==> config.mk <==
export PLATFORM = sky130hd
export DESIGN_NAME = p3_execute
export DESIGN_NICKNAME = d
export VERILOG_FILES = /design/src/rtl/simple_pkg.sv /design/src/rtl/p3_shifter.sv /design/src/rtl/p3_execute.sv
export SDC_FILE = /design/constraint.sdc
export NUM_CORES = 1
export LEC_CHECK = 0
export ABC_AREA = 1
export CAP_MARGIN = 30
export CORE_MARGIN = 1
export CORE_UTILIZATION = 57
export CTS_CLUSTER_DIAMETER = 50
export DETAILED_ROUTE_END_ITERATION = 6
export GPL_TIMING_DRIVEN = 0
export HOLD_SLACK_MARGIN = 0.12
export PLACE_DENSITY = 0.88
export SYNTH_ARGS = -nofsm -noshare
export SYNTH_HDL_FRONTEND = slang
export SYNTH_HIERARCHICAL = 1
export SYNTH_SLANG_ARGS = --single-unit
==> constraint.sdc <==
create_clock -name clockp3 -period 9.7 [get_ports clockp3]
set_input_delay 2.425 -clock clockp3 [delete_from_list [all_inputs] [get_ports clockp3]]
set_output_delay 2.425 -clock clockp3 [all_outputs]
set_load 0.01 [all_outputs]
==> src/rtl/simple_pkg.sv <==
// Shared constants for the SIMPLE pipeline: opcodes, branch conditions,
// flag bit positions, shifter kinds and the branch-shadow range helper.
package simple_pkg;

    localparam logic [3:0] OP_ADD = 4'd0;
    localparam logic [3:0] OP_SUB = 4'd1;
    localparam logic [3:0] OP_AND = 4'd2;
    localparam logic [3:0] OP_OR  = 4'd3;
    localparam logic [3:0] OP_XOR = 4'd4;
    localparam logic [3:0] OP_CMP = 4'd5;
    localparam logic [3:0] OP_MOV = 4'd6;
    localparam logic [3:0] OP_NP7 = 4'd7;
    localparam logic [3:0] OP_SLL = 4'd8;
    localparam logic [3:0] OP_SLR = 4'd9;
    localparam logic [3:0] OP_SRL = 4'd10;
    localparam logic [3:0] OP_SRA = 4'd11;
    localparam logic [3:0] OP_IN  = 4'd12;
    localparam logic [3:0] OP_OUT = 4'd13;
    localparam logic [3:0] OP_NPE = 4'd14;
    localparam logic [3:0] OP_HLT = 4'd15;

    localparam logic [2:0] COND_BE  = 3'd0;
    localparam logic [2:0] COND_BLT = 3'd1;
    localparam logic [2:0] COND_BLE = 3'd2;
    localparam logic [2:0] COND_BNE = 3'd3;
    localparam logic [2:0] COND_B   = 3'd4;

    // Bit positions inside the {S,Z,C,V} flag word
    localparam int FLAG_S = 3;
    localparam int FLAG_Z = 2;
    localparam int FLAG_C = 1;
    localparam int FLAG_V = 0;

    // Encoded to match opcode[1:0] of the shift opcodes 8..11
    typedef enum logic [1:0] {
        SH_SLL = 2'd0,
        SH_ROL = 2'd1,
        SH_SRL = 2'd2,
        SH_SRA = 2'd3
    } shift_type_e;

    // Keeps the shadow length inside the 1..3 range the 2-bit counter supports
    function automatic logic [1:0] shadow_clamp(input int n);
        if (n < 1)
            return 2'd1;
        else if (n > 3)
            return 2'd3;
        else
            return 2'(n);
    endfunction

endpackage

==> src/rtl/p3_shifter.sv <==
// Combinational 16-bit shifter/rotator; carry is the last bit shifted out.
module p3_shifter
    import simple_pkg::*;
(
    input  logic [15:0]  a_i,
    input  logic [3:0]   amount_i,
    input  shift_type_e  type_i,
    output logic [15:0]  result_o,
    output logic         carry_o
);

    logic [4:0] amt;
    logic [4:0] lidx;
    logic [4:0] ridx;

    // A zero amount passes A through with carry cleared
    always_comb begin
        amt      = {1'b0, amount_i};
        lidx     = 5'd16 - amt;
        ridx     = amt - 5'd1;
        result_o = a_i;
        carry_o  = 1'b0;
        if (amount_i != 4'd0) begin
            case (type_i)
                SH_SLL: begin
                    result_o = a_i << amount_i;
                    carry_o  = a_i[lidx[3:0]];
                end
                SH_ROL: begin
                    result_o = (a_i << amount_i) | (a_i >> lidx);
                    carry_o  = a_i[lidx[3:0]];
                end
                SH_SRL: begin
                    result_o = a_i >> amount_i;
                    carry_o  = a_i[ridx[3:0]];
                end
                default: begin
                    result_o = 16'($signed(a_i) >>> amount_i);
                    carry_o  = a_i[ridx[3:0]];
                end
            endcase
        end
    end

endmodule

==> src/rtl/p3_execute.sv <==
// Execute stage: ALU/shifter, SZCV flags, branch resolution with a wrong-path
// shadow, IN/OUT/HLT handling, and the registers toward memory/writeback.
module p3_execute
    import simple_pkg::*;
#(
    parameter int BRANCH_SHADOW = 2
) (
    input  logic        clockp3,
    input  logic        reset,
    input  logic        stall,
    input  logic [15:0] alu1,
    input  logic [15:0] alu2,
    input  logic [3:0]  opcode,
    input  logic        writereg,
    input  logic [1:0]  memwrite,
    input  logic [2:0]  regaddress,
    input  logic [15:0] address,
    input  logic [15:0] storedata,
    input  logic        isbranch,
    input  logic [2:0]  cond,
    input  logic [15:0] pcp2,
    input  logic        haltin,
    input  logic [15:0] inport,
    output logic [15:0] aluresult,
    output logic        writeregout,
    output logic [1:0]  memwriteout,
    output logic [2:0]  regaddressout,
    output logic [15:0] addressout,
    output logic [15:0] storedataout,
    output logic        branchtaken,
    output logic [15:0] branchtarget,
    output logic [3:0]  flags,
    output logic [15:0] outport,
    output logic        outvalid,
    output logic        haltout
);

    localparam logic [1:0] SHADOW_LOAD = shadow_clamp(BRANCH_SHADOW);

    logic [15:0] result_q, result_d;
    logic        wr_q, wr_d;
    logic [1:0]  mw_q, mw_d;
    logic [2:0]  ra_q;
    logic [15:0] addr_q, sd_q;
    logic        taken_q, taken_d;
    logic [15:0] target_q;
    logic [3:0]  flags_q, flags_d;
    logic [15:0] outport_q, outport_d;
    logic        outvalid_q, outvalid_d;
    logic        halt_q, halt_d;
    logic [1:0]  shadow_q, shadow_d;

    logic [15:0] sh_result;
    logic        sh_carry;
    logic        squash;
    logic        cond_met;
    logic [15:0] alu_r;
    logic        alu_c;
    logic        alu_v;
    logic [16:0] wide;

    p3_shifter u_shifter (
        .a_i      (alu1),
        .amount_i (alu2[3:0]),
        .type_i   (shift_type_e'(opcode[1:0])),
        .result_o (sh_result),
        .carry_o  (sh_carry)
    );

    assign squash = (shadow_q != 2'd0) | halt_q;

    // ALU result with carry/overflow for the flag-setting opcodes
    always_comb begin
        alu_r = 16'd0;
        alu_c = 1'b0;
        alu_v = 1'b0;
        wide  = 17'd0;
        case (opcode)
            OP_ADD: begin
                wide  = {1'b0, alu1} + {1'b0, alu2};
                alu_r = wide[15:0];
                alu_c = wide[16];
                alu_v = (alu1[15] == alu2[15]) && (alu_r[15] != alu1[15]);
            end
            OP_SUB, OP_CMP: begin
                alu_r = alu1 - alu2;
                alu_c = alu1 < alu2;
                alu_v = (alu1[15] != alu2[15]) && (alu_r[15] != alu1[15]);
            end
            OP_AND: alu_r = alu1 & alu2;
            OP_OR:  alu_r = alu1 | alu2;
            OP_XOR: alu_r = alu1 ^ alu2;
            OP_MOV: alu_r = alu1;
            OP_SLL, OP_SLR, OP_SRL, OP_SRA: begin
                alu_r = sh_result;
                alu_c = sh_carry;
            end
            OP_IN:  alu_r = inport;
            default: alu_r = 16'd0;
        endcase
    end

    // Branch condition evaluated against the flags from before this cycle
    always_comb begin
        case (cond)
            COND_BE:  cond_met = flags_q[FLAG_Z];
            COND_BLT: cond_met = flags_q[FLAG_S] ^ flags_q[FLAG_V];
            COND_BLE: cond_met = flags_q[FLAG_Z] | (flags_q[FLAG_S] ^ flags_q[FLAG_V]);
            COND_BNE: cond_met = ~flags_q[FLAG_Z];
            COND_B:   cond_met = 1'b1;
            default:  cond_met = 1'b0;
        endcase
    end

    // Next-state for results, squash-gated controls, flags, shadow and halt
    always_comb begin
        result_d   = (memwrite != 2'b00) ? 16'd0 : alu_r;
        wr_d       = writereg & ~squash & (opcode != OP_CMP) &
                     (opcode != OP_NP7) & (opcode != OP_NPE);
        mw_d       = squash ? 2'b00 : memwrite;
        taken_d    = isbranch & ~squash & cond_met;
        outvalid_d = (opcode == OP_OUT) & ~squash;
        outport_d  = outvalid_d ? alu1 : outport_q;
        halt_d     = halt_q | (haltin & ~squash);
        flags_d    = flags_q;
        if (((opcode <= OP_MOV) || ((opcode >= OP_SLL) && (opcode <= OP_SRA))) &&
            (memwrite == 2'b00) && !isbranch && !squash) begin
            flags_d[FLAG_S] = alu_r[15];
            flags_d[FLAG_Z] = (alu_r == 16'd0);
            flags_d[FLAG_C] = alu_c;
            flags_d[FLAG_V] = alu_v;
        end
        if (taken_d)
            shadow_d = SHADOW_LOAD;
        else if (shadow_q != 2'd0)
            shadow_d = shadow_q - 2'd1;
        else
            shadow_d = shadow_q;
    end

    // Stage registers: reset clears all, stall holds state and drops the pulses
    always_ff @(posedge clockp3) begin
        if (reset) begin
            result_q   <= 16'd0;
            wr_q       <= 1'b0;
            mw_q       <= 2'b00;
            ra_q       <= 3'd0;
            addr_q     <= 16'd0;
            sd_q       <= 16'd0;
            taken_q    <= 1'b0;
            target_q   <= 16'd0;
            flags_q    <= 4'd0;
            outport_q  <= 16'd0;
            outvalid_q <= 1'b0;
            halt_q     <= 1'b0;
            shadow_q   <= 2'd0;
        end else if (stall) begin
            taken_q    <= 1'b0;
            outvalid_q <= 1'b0;
        end else begin
            result_q   <= result_d;
            wr_q       <= wr_d;
            mw_q       <= mw_d;
            ra_q       <= regaddress;
            addr_q     <= address;
            sd_q       <= storedata;
            taken_q    <= taken_d;
            target_q   <= pcp2 + address;
            flags_q    <= flags_d;
            outport_q  <= outport_d;
            outvalid_q <= outvalid_d;
            halt_q     <= halt_d;
            shadow_q   <= shadow_d;
        end
    end

    assign aluresult     = result_q;
    assign writeregout   = wr_q;
    assign memwriteout   = mw_q;
    assign regaddressout = ra_q;
    assign addressout    = addr_q;
    assign storedataout  = sd_q;
    assign branchtaken   = taken_q;
    assign branchtarget  = target_q;
    assign flags         = flags_q;
    assign outport       = outport_q;
    assign outvalid      = outvalid_q;
    assign haltout       = halt_q;

endmodule

==> flow_summary.ini <==
[run_status]
status = complete, but fails checks
violations = design-rule violations

[detailed_routing]
drtIter0Drc = 1875
wl_um = 40200
detail-route-antenna-nets = 0
vias = 13110
viasPerCell = 6.058
drc = 1
first_pass_iters = 7
wl_per_cell_um = 18.58

[floorplan]
dieArea_um2 = 17890
io_pins = 207
fp.coreArea_um2 = 16760
chipHeight_um = 133.8
floorplan.initialDensity_pct = 59.05
row_count = 47
die_x_um = 133.8

[cells_and_area]
diodes = 0
multi_input_area_um2 = 6907
seq_area_um2 = 1902
nNetsFinal = 2124
fin_area_um2 = 12510
drive_gt1_share_pct = 5.607
fin_cells = 2164
nFillCells = 1437
syn_to_final_growth_pct = 26.42

[yosys]
synth_most_common_cell = nand2_1
ys_ff_latch = 95
synth_nets = 1908
syn_inst = 1723
synth.distinct_cells = 53
netlist_area_um2 = 9897
synth.avg_cell_area_um2 = 5.744
synth_area_leaders = dfxtp_1 19%, nand2_1 19%, nand3_1 10%
yosysTopAreaCell = dfxtp_1
synth_commonest_cells = 492 x nand2_1, 217 x nor2_1, 207 x nand3_1, 165 x inv_1, 117 x a21oi_1
ys.warnings.count = 6
synth_edf_count = 0
synth-async-reset-ratio_pct = 0
seq_area_frac_synth_pct = 19.22
yosys_most_used_dff = dfxtp_1
synth_top_area_share_pct = 19.22

[sta]
worstMarginPinSlew_ns = 0.7171
post-route-min-period_ns = 6.334
finalSetupTns_ns = 0
setup_ws_ns = 3.366
min_period_over_period_pct = 65.30
finClkSkew_ns = 0.007234
report.final.slew_viol_count = 0
rsz0062_at_grt = false
relSlewSlack_pct = 52.04
timing_hold_violations_final = 0
setup_violations = 0
fmax_mhz = 157.9

[setup_path]
critPathRequiredTime_ns = 9.98
start_kind = input pin
arrival_ns = 6.62
r2r_setup_slack_ns = 7.29
worst-path-max-fanout = 10
cp-end-kind = register
crit_type = in -> reg

[clock_tree]
cts_sinks = 95
insertion_delay_ns = 0.36
h-tree-depth = 3
numCtsBuffers = 9
postCtsHoldBufs = 0
cts-resized-gates = 0
clk_path_buf_depth = 2
cts-root-buf = clkbuf_16
clkSlewWorstSetupHoldPaths_ns = 0.08
cts_setup_buffers = 0
cts_tree = yes

[global_route]
grt_max_degree = 19
grt-ovfl-total = 0
track_usage_pct = 44.80
grt_pass1_wl_um = 63200
grt_antenna_before_repair = 0
grt_pass1_vias = 12510

[power_and_ir_drop]
total_power_uw = 1349
powerDensity_nw_per_um2 = 107.8
peakVddDrop_v = 0.00008608
p_leak_uw = 0.006074

[place]
place_congestion = 1.114
io_buffers = 205
place_hpwl_um = 32160
dpl_cell_area_um2 = 12220
dp.cells = 2148
place_ws_ns = 3.298

[flow_run]
maxCapViolations = 0

[hold_path]
min_path_type = reg -> reg
## where the power goes
group          leakage, uW  internal (uW)  switching (uW)
clock             0.000145            180             173
combinational      0.00515            214             357
sequential        0.000780            413            12.1
total              0.00607            807             542
## layout make-up
| cell class | instances | share of cell area, % |
|---|---|---|
| Timing Repair Buffer | 205 | 16.40 |
| Inverter | 179 | 5.430 |
| Tap cell | 220 | 2.200 |
| Sequential cell | 95 | 15.20 |
| Buffer | 75 | 3.270 |
| Clock buffer | 9 | 1.800 |
| Multi-Input combinational cell | 1374 | 55.20 |
| Clock inverter | 7 | 0.5000 |
## path summary, 6_finish.rpt
check	start	endpoint	cells after the start
setup reg to reg	shadow_q[0]	outport[11]	11
setup / recovery	alu2[1]	flags[2]	23
hold / removal	aluresult[3]	aluresult[3]	2
hold reg to reg	aluresult[3]	aluresult[3]	2
## logic make-up after synthesis
family / share of synthesized area (%)
and+or+nand+nor: 43.06
AOI/OAI and AO/OA: 16.73
buffers and inverters: 11.00
DFF: 19.22
adders and majority gates: 9.204
xor gates and xnor gates: 0.7965
## flip-flops by register name, summed over array words and instances (netlist names)
name,flops
regaddressout,3
addressout,16
outport,16
haltout,1
branchtarget,16
outvalid,1
storedataout,16
shadow_q,2
branchtaken,1
memwriteout,2
writeregout,1
flags,4
aluresult,16
## worst max-delay path: stages
cell	delay [ns]
clkdlybuf4s50_1	0.49
buf_4	0.24
inv_2	0.18
buf_2	0.32
ha_1	0.30
inv_1	0.20
buf_1	0.42
nand3_1	0.16
nand3_1	0.13
nand2_1	0.08
nand2_1	0.09
nand4_1	0.10
nand2_1	0.08
nand2_1	0.05
nand2_1	0.10
nand3_1	0.09
nor3_1	0.26
nand2_1	0.14
nor2_1	0.17
nand3_1	0.09
nor2_1	0.20
nand3_1	0.14
a21oi_1	0.14
## metal layers
metal / track usage, % / wire [um] / share of wire, %
met5: 0 / 0 / 0
met4: 28.54 / 2595 / 6.5
met3: 10.54 / 5416 / 13
met2: 70.73 / 17260 / 43
met1: 54.76 / 14930 / 37
## cells in the final DEF (no fill, tap or decap), drive strengths merged, types with 4 or more instances in the layout
master	Yosys	layout
inv	178	183
buf	44	44
nand4	19	19
or2	5	5
dfxtp	95	95
nand3b	4	4
clkbuf	31	40
a21oi	119	119
o211ai	30	30
and2	7	7
ha	68	68
o21ai	121	121
o22ai	7	7
xor2	6	6
clkdlybuf4s50	0	205
nor3	14	14
nor2	224	224
nand2	513	513
nand3	208	208
## through the flow
step | hold WS, ns | util, %
after floorplan | 0.4544 | -
after global placement | 0.4519 | 72.94
after detailed placement | 0.4566 | 72.94
after CTS | 0.4681 | 74.65
after global routing | 0.4900 | 74.65
final | 0.4692 | 74.65
Power figures use the tool's default switching activity.
